**config.mk**
```make
export PLATFORM = sky130hd
export DESIGN_NAME = pacman_game_ctrl
export DESIGN_NICKNAME = d
export VERILOG_FILES = /design/src/rtl/pacman_game_ctrl.sv
export SDC_FILE = /design/constraint.sdc
export NUM_CORES = 1
export LEC_CHECK = 0
export ABC_AREA = 1
export ABC_CLOCK_PERIOD_IN_PS = 5650
export BUFFER_PORTS_ARGS = -buffer_cell sky130_fd_sc_hd__buf_2
export CORE_AREA = 2 2 108 110
export CTS_CLUSTER_SIZE = 12
export DETAILED_ROUTE_END_ITERATION = 6
export DIE_AREA = 0 0 110 112
export GPL_TIMING_DRIVEN = 0
export PLACE_DENSITY = 0.41
export SYNTH_ARGS = -nofsm -noshare
export SYNTH_HDL_FRONTEND = slang
export SYNTH_SLANG_ARGS = --single-unit
```
**constraint.sdc**
```tcl
create_clock -name vga_pix_clk -period 5.65 [get_ports vga_pix_clk]
set_input_delay 1.13 -clock vga_pix_clk [delete_from_list [all_inputs] [get_ports vga_pix_clk]]
set_output_delay 1.13 -clock vga_pix_clk [all_outputs]
set_load 0.01 [all_outputs]
```
**src/rtl/pacman_game_ctrl.sv**
```systemverilog
// Game sequencer for the Pacman datapath: ready/play/death/clear/over flow,
// lives, level and candy bookkeeping, and the frightened (power-cookie) timer.
module pacman_game_ctrl #(
    parameter int LIVES        = 3,
    parameter int TOTAL_CANDY  = 244,
    parameter int READY_FRAMES = 120,
    parameter int DEATH_FRAMES = 90,
    parameter int CLEAR_FRAMES = 120,
    parameter int POWER_FRAMES = 360,
    parameter int WARN_FRAMES  = 120
) (
    input  logic                             vga_pix_clk,
    input  logic                             rst,
    input  logic                             frame_stb,
    input  logic                             start,
    input  logic                             ate_candy_stb,
    input  logic                             ate_power_cookie_stb,
    input  logic                             collided_with_enemy,
    output logic [2:0]                       game_state,
    output logic                             move_en,
    output logic                             frightened,
    output logic                             frightened_ending,
    output logic                             ghost_eaten_stb,
    output logic                             pos_reset_stb,
    output logic                             map_reload_stb,
    output logic [3:0]                       lives,
    output logic [7:0]                       level,
    output logic [$clog2(TOTAL_CANDY+1)-1:0] candies_left
);

    localparam int CW   = $clog2(TOTAL_CANDY + 1);
    localparam int EW   = (CW > 2) ? CW : 2;
    localparam int TMAX = (READY_FRAMES > DEATH_FRAMES)
                          ? ((READY_FRAMES > CLEAR_FRAMES) ? READY_FRAMES : CLEAR_FRAMES)
                          : ((DEATH_FRAMES > CLEAR_FRAMES) ? DEATH_FRAMES : CLEAR_FRAMES);
    localparam int TW   = (TMAX < 1) ? 1 : $clog2(TMAX + 1);
    localparam int PW   = (POWER_FRAMES < 1) ? 1 : $clog2(POWER_FRAMES + 1);

    localparam logic [CW-1:0] CANDY_INIT = CW'(TOTAL_CANDY);
    localparam logic [3:0]    LIVES_INIT = 4'(LIVES);
    localparam logic [PW-1:0] POWER_INIT = PW'(POWER_FRAMES);
    localparam logic [PW-1:0] WARN_LIM   = PW'(WARN_FRAMES);

    typedef enum logic [2:0] {
        S_IDLE  = 3'd0,
        S_READY = 3'd1,
        S_PLAY  = 3'd2,
        S_DYING = 3'd3,
        S_CLEAR = 3'd4,
        S_OVER  = 3'd5
    } state_t;

    state_t        state_q, state_d;
    logic [TW-1:0] timer_q, timer_d;
    logic [PW-1:0] power_q, power_d;
    logic          frightened_q, frightened_d;
    logic          move_en_q, move_en_d;
    logic          ghost_eaten_q, ghost_eaten_d;
    logic          pos_reset_q, pos_reset_d;
    logic          map_reload_q, map_reload_d;
    logic [3:0]    lives_q, lives_d;
    logic [7:0]    level_q, level_d;
    logic [CW-1:0] candies_q, candies_d;
    logic          start_q, coll_q;

    logic          start_rise, coll_rise;
    logic [EW-1:0] eat_n, cand_ext;

    assign start_rise = start & ~start_q;
    assign coll_rise  = collided_with_enemy & ~coll_q;
    assign eat_n      = EW'(ate_candy_stb) + EW'(ate_power_cookie_stb);
    assign cand_ext   = EW'(candies_q);

    // A zero-length phase leaves on the first clock it is in.
    function automatic logic timer_done(input logic [TW-1:0] t, input logic fs, input int n);
        return (n == 0) || (fs && (32'(t) == 32'(n - 1)));
    endfunction

    always_comb begin
        state_d       = state_q;
        power_d       = power_q;
        lives_d       = lives_q;
        level_d       = level_q;
        candies_d     = candies_q;
        ghost_eaten_d = 1'b0;
        pos_reset_d   = 1'b0;
        map_reload_d  = 1'b0;

        case (state_q)
            S_IDLE, S_OVER: begin
                if (start_rise) begin
                    state_d      = S_READY;
                    pos_reset_d  = 1'b1;
                    map_reload_d = 1'b1;
                    candies_d    = CANDY_INIT;
                    lives_d      = LIVES_INIT;
                    level_d      = 8'd0;
                end
            end
            S_READY: begin
                if (timer_done(timer_q, frame_stb, READY_FRAMES)) begin
                    state_d = S_PLAY;
                end
            end
            S_PLAY: begin
                if (cand_ext <= eat_n) begin
                    candies_d = '0;
                end else begin
                    candies_d = CW'(cand_ext - eat_n);
                end
                if (ate_power_cookie_stb) begin
                    power_d = POWER_INIT;
                end else if (frame_stb && (power_q != '0)) begin
                    power_d = power_q - PW'(1);
                end
                ghost_eaten_d = coll_rise && frightened_q;
                // Eating the last edible wins over a simultaneous fatal collision;
                // the registered zero then moves us to CLEAR on the next clock.
                if (candies_q == '0) begin
                    state_d = S_CLEAR;
                end else if (coll_rise && !frightened_q && (candies_d != '0)) begin
                    state_d = S_DYING;
                end
            end
            S_DYING: begin
                if (timer_done(timer_q, frame_stb, DEATH_FRAMES)) begin
                    if (lives_q <= 4'd1) begin
                        lives_d = 4'd0;
                        state_d = S_OVER;
                    end else begin
                        lives_d     = lives_q - 4'd1;
                        pos_reset_d = 1'b1;
                        state_d     = S_READY;
                    end
                end
            end
            S_CLEAR: begin
                if (timer_done(timer_q, frame_stb, CLEAR_FRAMES)) begin
                    if (level_q != 8'hFF) begin
                        level_d = level_q + 8'd1;
                    end
                    pos_reset_d  = 1'b1;
                    map_reload_d = 1'b1;
                    candies_d    = CANDY_INIT;
                    state_d      = S_READY;
                end
            end
            default: state_d = S_IDLE;
        endcase

        // Power mode only survives while we stay in PLAY.
        if (state_d != S_PLAY) begin
            power_d = '0;
        end
        frightened_d = (power_d != '0);
        move_en_d    = (state_q == S_PLAY) && (state_d == S_PLAY);
        timer_d      = (state_d != state_q) ? '0 : timer_q + TW'(frame_stb);
    end

    always_ff @(posedge vga_pix_clk) begin
        if (rst) begin
            state_q       <= S_IDLE;
            timer_q       <= '0;
            power_q       <= '0;
            frightened_q  <= 1'b0;
            move_en_q     <= 1'b0;
            ghost_eaten_q <= 1'b0;
            pos_reset_q   <= 1'b0;
            map_reload_q  <= 1'b0;
            lives_q       <= LIVES_INIT;
            level_q       <= 8'd0;
            candies_q     <= CANDY_INIT;
            start_q       <= 1'b1;
            coll_q        <= 1'b0;
        end else begin
            state_q       <= state_d;
            timer_q       <= timer_d;
            power_q       <= power_d;
            frightened_q  <= frightened_d;
            move_en_q     <= move_en_d;
            ghost_eaten_q <= ghost_eaten_d;
            pos_reset_q   <= pos_reset_d;
            map_reload_q  <= map_reload_d;
            lives_q       <= lives_d;
            level_q       <= level_d;
            candies_q     <= candies_d;
            start_q       <= start;
            coll_q        <= collided_with_enemy;
        end
    end

    assign game_state        = state_q;
    assign move_en           = move_en_q;
    assign frightened        = frightened_q;
    assign frightened_ending = frightened_q && (power_q <= WARN_LIM);
    assign ghost_eaten_stb   = ghost_eaten_q;
    assign pos_reset_stb     = pos_reset_q;
    assign map_reload_stb    = map_reload_q;
    assign lives             = lives_q;
    assign level             = level_q;
    assign candies_left      = candies_q;

endmodule
```
=== After elaboration in Yosys (flattened, before gate mapping) ===
Cells that the tools add are included.

* Register bits after elaboration: 46
* Word-level logic and storage cells: 96

* Bitwise gates (word level): 5
* Reductions and logical operators: 23
* $add $sub $neg: 6
* Equal/unequal tests: 15
* $lt $le $gt $ge: 3
* Muxes and demuxes: 31

{| class="wikitable"
|+ Operators with widths
! kind !! number
|-
| 8-bit 2-to-1 mux || 7
|-
| 9-bit 2-to-1 mux || 4
|-
| 8-bit case mux with 3 select lines || 1
|-
| 3-bit 2-to-1 mux || 7
|-
| 9-bit nonzero test || 2
|-
| 8-bit case mux with 2 select lines || 1
|-
| 3-bit case mux with 5 select lines || 1
|-
| 7-bit == test, second input constant || 2
|-
| 4-bit 2-to-1 mux || 3
|-
| 3-bit by 2-bit == test with 1-bit output, second input constant || 3
|-
| 9-bit by 7-bit <= comparator with 1-bit output, second input constant || 1
|-
| 9-bit by 1-bit subtractor with 9-bit output, second input constant || 1
|-
| 8-bit by 1-bit adder with 8-bit output, second input constant || 1
|-
| 8-bit by 2-bit <= comparator with 1-bit output || 1
|-
| 1-bit logical AND || 8
|-
| 8-bit logical NOT || 1
|-
| 2-bit != test, second input constant || 4
|-
| 8-bit != test, second input constant || 1
|-
| 4-bit case mux with 2 select lines || 1
|-
| 8-bit nonzero test || 1
|-
| 8-bit by 2-bit subtractor with 8-bit output || 1
|-
| 7-bit by 1-bit adder with 7-bit output || 1
|-
| 3-bit == test, second input constant || 2
|-
| 3-bit AND reduction || 2
|-
| 17 further kinds || 26
|}

=== Logic depth before layout (Yosys ltp) ===
* Depth after elaboration: 12
* Gate-level depth with buffers: 20

=== Worst setup path after synthesis ===
No wires, ideal clock.

* Kind: input port to flip-flop
* Start point: input ate_candy_stb
* End point: register frightened_q, in the netlist frightened
* Path slack: 2482 ps
* Setup time: 128 ps
* Data required time: 5522 ps
* Cell stages on the path: 19
* Data arrival time: 3041 ps
* Cell sequence: ha_1 ha_1 inv_1 fa_1 inv_1 nand2_4 o21ai_1 nand3_1 nand2_1 nor2_2 nand2_1 nand2_2 nand2_4 nor2_8 buf_8 o31ai_2 nand2_1 nor2_1 nor2_1

* Longest elaborated chain between the ends: 12
* Elaborated cells on any way between the ends: 13

{| class="wikitable"
|+ Ends and longest elaborated chain
! what !! line !! RTL
|-
| start: declaration || 16 || <nowiki>input logic ate_candy_stb,</nowiki>
|-
| 1-bit by 1-bit adder with 2-bit output (*) || 71 || <nowiki>assign eat_n = EW'(ate_candy_stb) + EW'(ate_power_cookie_stb);</nowiki>
|-
| 8-bit by 2-bit subtractor with 8-bit output / 8-bit by 2-bit <= comparator with 1-bit output (equally long branches) || 109, 106 ||
|-
| 8-bit 2-to-1 mux (*) || 106 || <nowiki>if (cand_ext <= eat_n) begin</nowiki>
|-
| 8-bit 2-to-1 mux (*) || 89 || <nowiki>case (state_q)</nowiki>
|-
| 8-bit nonzero test (*) || 121 || <nowiki>end else if (coll_rise && !frightened_q && (candies_d != '0)) begin</nowiki>
|-
| 1-bit logical AND (*) || 121 ||
|-
| 3-bit 2-to-1 mux (*) || 121 ||
|-
| 3-bit 2-to-1 mux (*) || 119 || <nowiki>if (candies_q == '0) begin</nowiki>
|-
| 3-bit case mux with 5 select lines (*) || 89 ||
|-
| 3-bit by 2-bit != test with 1-bit output (*) || 152 || <nowiki>if (state_d != S_PLAY) begin</nowiki>
|-
| 9-bit 2-to-1 mux (*) || 152 ||
|-
| 9-bit nonzero test (*) || 155 || <nowiki>frightened_d = (power_d != '0);</nowiki>
|-
| end signal: assignment || 179 || <nowiki>frightened_q <= frightened_d;</nowiki>
|-
| end: declaration || 56 || <nowiki>logic frightened_q, frightened_d;</nowiki>
|}

Every way passes the cells marked *; elsewhere a longest branch is shown, timed or not. The select of a mux whose other input is x is not followed.
A chain may end at the register's enable or synchronous reset.

=== Worst setup path in the final report ===
* Start point: input ate_power_cookie_stb
* End point: register frightened_q, in the netlist frightened

* Longest elaborated chain between the ends: 12
* Elaborated cells on any way between the ends: 15

{| class="wikitable"
|+ Ends and longest elaborated chain
! what !! line !! RTL
|-
| start: declaration || 17 || <nowiki>input logic ate_power_cookie_stb,</nowiki>
|-
| 1-bit by 1-bit adder with 2-bit output || 71 ||
|-
| 8-bit by 2-bit subtractor with 8-bit output / 8-bit by 2-bit <= comparator with 1-bit output (equally long branches) || 109, 106 ||
|-
| 8-bit 2-to-1 mux || 106 ||
|-
| 8-bit 2-to-1 mux || 89 ||
|-
| 8-bit nonzero test || 121 ||
|-
| 1-bit logical AND || 121 ||
|-
| 3-bit 2-to-1 mux || 121 ||
|-
| 3-bit 2-to-1 mux || 119 ||
|-
| 3-bit case mux with 5 select lines || 89 ||
|-
| 3-bit by 2-bit != test with 1-bit output || 152 ||
|-
| 9-bit 2-to-1 mux (*) || 152 ||
|-
| 9-bit nonzero test (*) || 155 ||
|}

Marks and branches as above.

==> impl_metrics.json <==
{
  "final_nets": 458,
  "synth_top_family_by_area": "simple AND/OR/NAND/NOR gates",
  "syn-mean-instance-area_um2": 6.91,
  "grt_setup_unrepaired": "false",
  "place.gp.congestion": 0.808,
  "async_flop_share": 0,
  "cp-startpoint": "ate_power_cookie_stb",
  "std_cell_rows": 39,
  "top_layer": "met4",
  "synth_area_leaders": "dfxtp_1, nand2_1, inv_1",
  "end_kind": "flop",
  "synthDistinctLibCells": 43,
  "skew_ps": 3.87,
  "fmax_mhz": 309,
  "grt_overflow": 0,
  "antenna_found_initial": 0,
  "p_int_mw": 0.531,
  "relSlewSlack": 0.638,
  "die-area_mm2": 0.0123,
  "critical_path_class": "input port to flop",
  "post_cts_buffers": 0,
  "period_share": 0.572,
  "synth-edff-count": 0,
  "cts_resized": 0,
  "path_clk_slew_ps": 60,
  "dp_hpwl_um": 5370,
  "cts_tree": "built",
  "clockBufferDepth": 2,
  "areaGrowthSynthToFinish_pct": 18.3,
  "cp-start-kind": "input port",
  "yosys.area_share.simple": 0.356,
  "antenna_cells": 0,
  "firstDrtPassIters": 4,
  "grt_max_degree": 14,
  "swShare": 0.254,
  "switchingPower_mw": 0.181,
  "start_util": 0.246,
  "num_vias": 2563,
  "cts_root_buffer": "clkbuf_16",
  "worst_pin_slew_ps": 543,
  "min_period_ps": 3230,
  "wl_met1_um": 3420,
  "cp.arrival_ps": 3400,
  "die_y_um": 112,
  "synth_top_cell_area_share": 0.335,
  "wl_per_cell_um": 11.5,
  "syn_nets": 416,
  "netlist_area_mm2": 0.00275,
  "power.leakage_nw": 1.45,
  "synth_xor_xnor_area_share": 0.0319,
  "die_w_um": 110,
  "portBuffers": 35,
  "synth_seq_area_share": 0.335,
  "wl_um": 6700,
  "ys.flop_type": "dfxtp_1",
  "cts_htree_levels": 2,
  "ioPinCount": 36,
  "cts_hold_buf": 0,
  "finalSetupTns_ps": 0,
  "drt_drc_violations_left": 0,
  "worstHoldStart": "coll_q$_SDFF_PP0_",
  "setup_ws_ps": 2420,
  "cts.sinks": 46,
  "cp_max_fo": 10,
  "pre_cts_ws_ps": 2080,
  "drive_above_1_share": 0.181,
  "synth-adder-area-share": 0.0528,
  "comb_power_share": 0.111,
  "grt_use_total": 0.118,
  "core_mm2": 0.0112,
  "status": "finished clean",
  "synth.largest_area_cell": "dfxtp_1",
  "grt_pass1_wl_um": 11500,
  "r2r-start": "candies_left[0]$_SDFFE_PP0P_",
  "setup_viol": 0,
  "layout_common_cells": "nand2_1, inv_1, nor2_1, dfxtp_1, buf_2",
  "p_per_area_mw_per_mm2": 219,
  "synth-seq-cells": 46,
  "crit_required_ps": 5810,
  "n_fill_cell": 1238,
  "maxCapViolations": 0,
  "cts-buffers-inserted": 5,
  "clock_power_share": 0.416,
  "irDropWorstVdd_mv": 0.115,
  "synthCells": 398,
  "final_common_cell": "nand2_1",
  "synth-compound-area-share": 0.119,
  "wl_met2_um": 2930,
  "p_seq_frac": 0.473,
  "hp-class": "flop to flop",
  "synthMuxAreaShare": 0.00728,
  "yosys_warnings": 0,
  "postRouteAntennaNets": 0,
  "wl_met3_um": 296,
  "first_global_vias": 2440,
  "slew_viol_final": 0,
  "clk-insertion-delay-late_ps": 290,
  "drt-initial-drc-count": 137,
  "finalHoldViolations": 0,
  "vias_per_cell": 4.39
}
-- routing by layer --
layer,track usage,up-vias
met3,0.0269,6
met4,0.0228,0
met5,0,-
met1,0.166,1160
li1,-,1354
met2,0.183,43
-- area by class of cell --
| type | count | area, µm² | area share |
|---|---|---|---|
| Inverter | 64 | 240 | 0.0739 |
| Timing Repair Buffer | 35 | 175 | 0.0539 |
| Clock buffer | 7 | 143 | 0.0439 |
| Tap cell | 143 | 179 | 0.0550 |
| Sequential cell | 46 | 921 | 0.283 |
| Multi-Input combinational cell | 283 | 1560 | 0.479 |
| Clock inverter | 1 | 5.00 | 0.00154 |
| Buffer | 5 | 30.0 | 0.00924 |
-- power by group through the flow --
| stage | sequential [mW] | combinational [mW] | clock (mW) |
|---|---|---|---|
| after CTS | 0.337 | 0.0815 | 0.307 |
| after floorplan | 0.344 | 0.0578 | 0 |
| final | 0.337 | 0.0794 | 0.296 |
| after detailed placement | 0.344 | 0.0812 | 0 |
| after global placement | 0.344 | 0.0808 | 0 |
| after global routing | 0.338 | 0.0905 | 0.327 |
-- final timing paths --
path                            slack, ps                          to  cells after the start
worst max-delay path                 2420       frightened$_SDFF_PP0_                     20
worst min-delay path                  430  ghost_eaten_stb$_SDFF_PP0_                      1
worst max register to register       3240       frightened$_SDFF_PP0_                     19
worst min register to register        430  ghost_eaten_stb$_SDFF_PP0_                      1
-- state kept, by name (all words and copies together) (netlist names) --
name,flops
ghost_eaten_stb,1
map_reload_stb,1
pos_reset_stb,1
game_state,3
move_en,1
coll_q,1
frightened,1
lives,4
level,8
start_q,1
candies_left,8
power_q,9
timer_q,7
-- worst max-delay path: stages --
cell     delay, ps
buf_2          110
ha_1           270
ha_1           130
inv_1           60
fa_1           380
inv_1          140
nand2_4         80
o21ai_1        120
nand3_1        110
nand2_1        100
nor2_2          40
nand2_1         80
nand2_2         70
nand2_4        120
nor2_8          50
buf_8          130
o31ai_2         60
nand2_1         90
nor2_1          90
nor2_1          40
-- per-stage QoR --
stage / instances / hold WS [ps] / power (mW) / utilization / instance area [µm²]
2_1_floorplan: 398 / 399 / 0.402 / - / 2750
3_3_place_gp: 576 / 416 / 0.425 / 0.278 / 3100
3_5_place_dp: 576 / 417 / 0.426 / 0.278 / 3100
4_1_cts: 584 / 427 / 0.726 / 0.291 / 3250
5_1_grt: 584 / 441 / 0.755 / 0.291 / 3250
6_report: 584 / 427 / 0.712 / 0.291 / 3250
-- logic make-up (layout without fill, tap and decap cells) --
| logic type | Yosys count | in the layout |
|---|---|---|
| xor gates and xnor gates | 10 | 10 |
| muxes | 2 | 2 |
| DFF | 46 | 46 |
| adders and majority gates | 11 | 11 |
| and+or+nand+nor | 206 | 206 |
| AOI/OAI and AO/OA | 54 | 54 |
| buffers and inverters | 69 | 112 |
-- cell usage after synthesis (2+ instances only) --
master,number
nand4_1,4
ha_1,10
o211ai_1,3
nand2_2,3
nor2_2,6
nand2_4,2
nor3b_1,3
inv_1,54
nor4_1,3
clkbuf_1,4
mux2i_1,2
a211oi_1,2
nor3_1,5
a21oi_1,10
xor2_1,9
o21ai_0,18
o22ai_1,2
o21ai_2,3
inv_2,10
o21ai_1,9
nand2_1,93
dfxtp_1,46
nor2_4,4
nor3_2,2
nor2_1,52
nand3_1,22
Note: power is estimated with default switching activity, not from simulation.
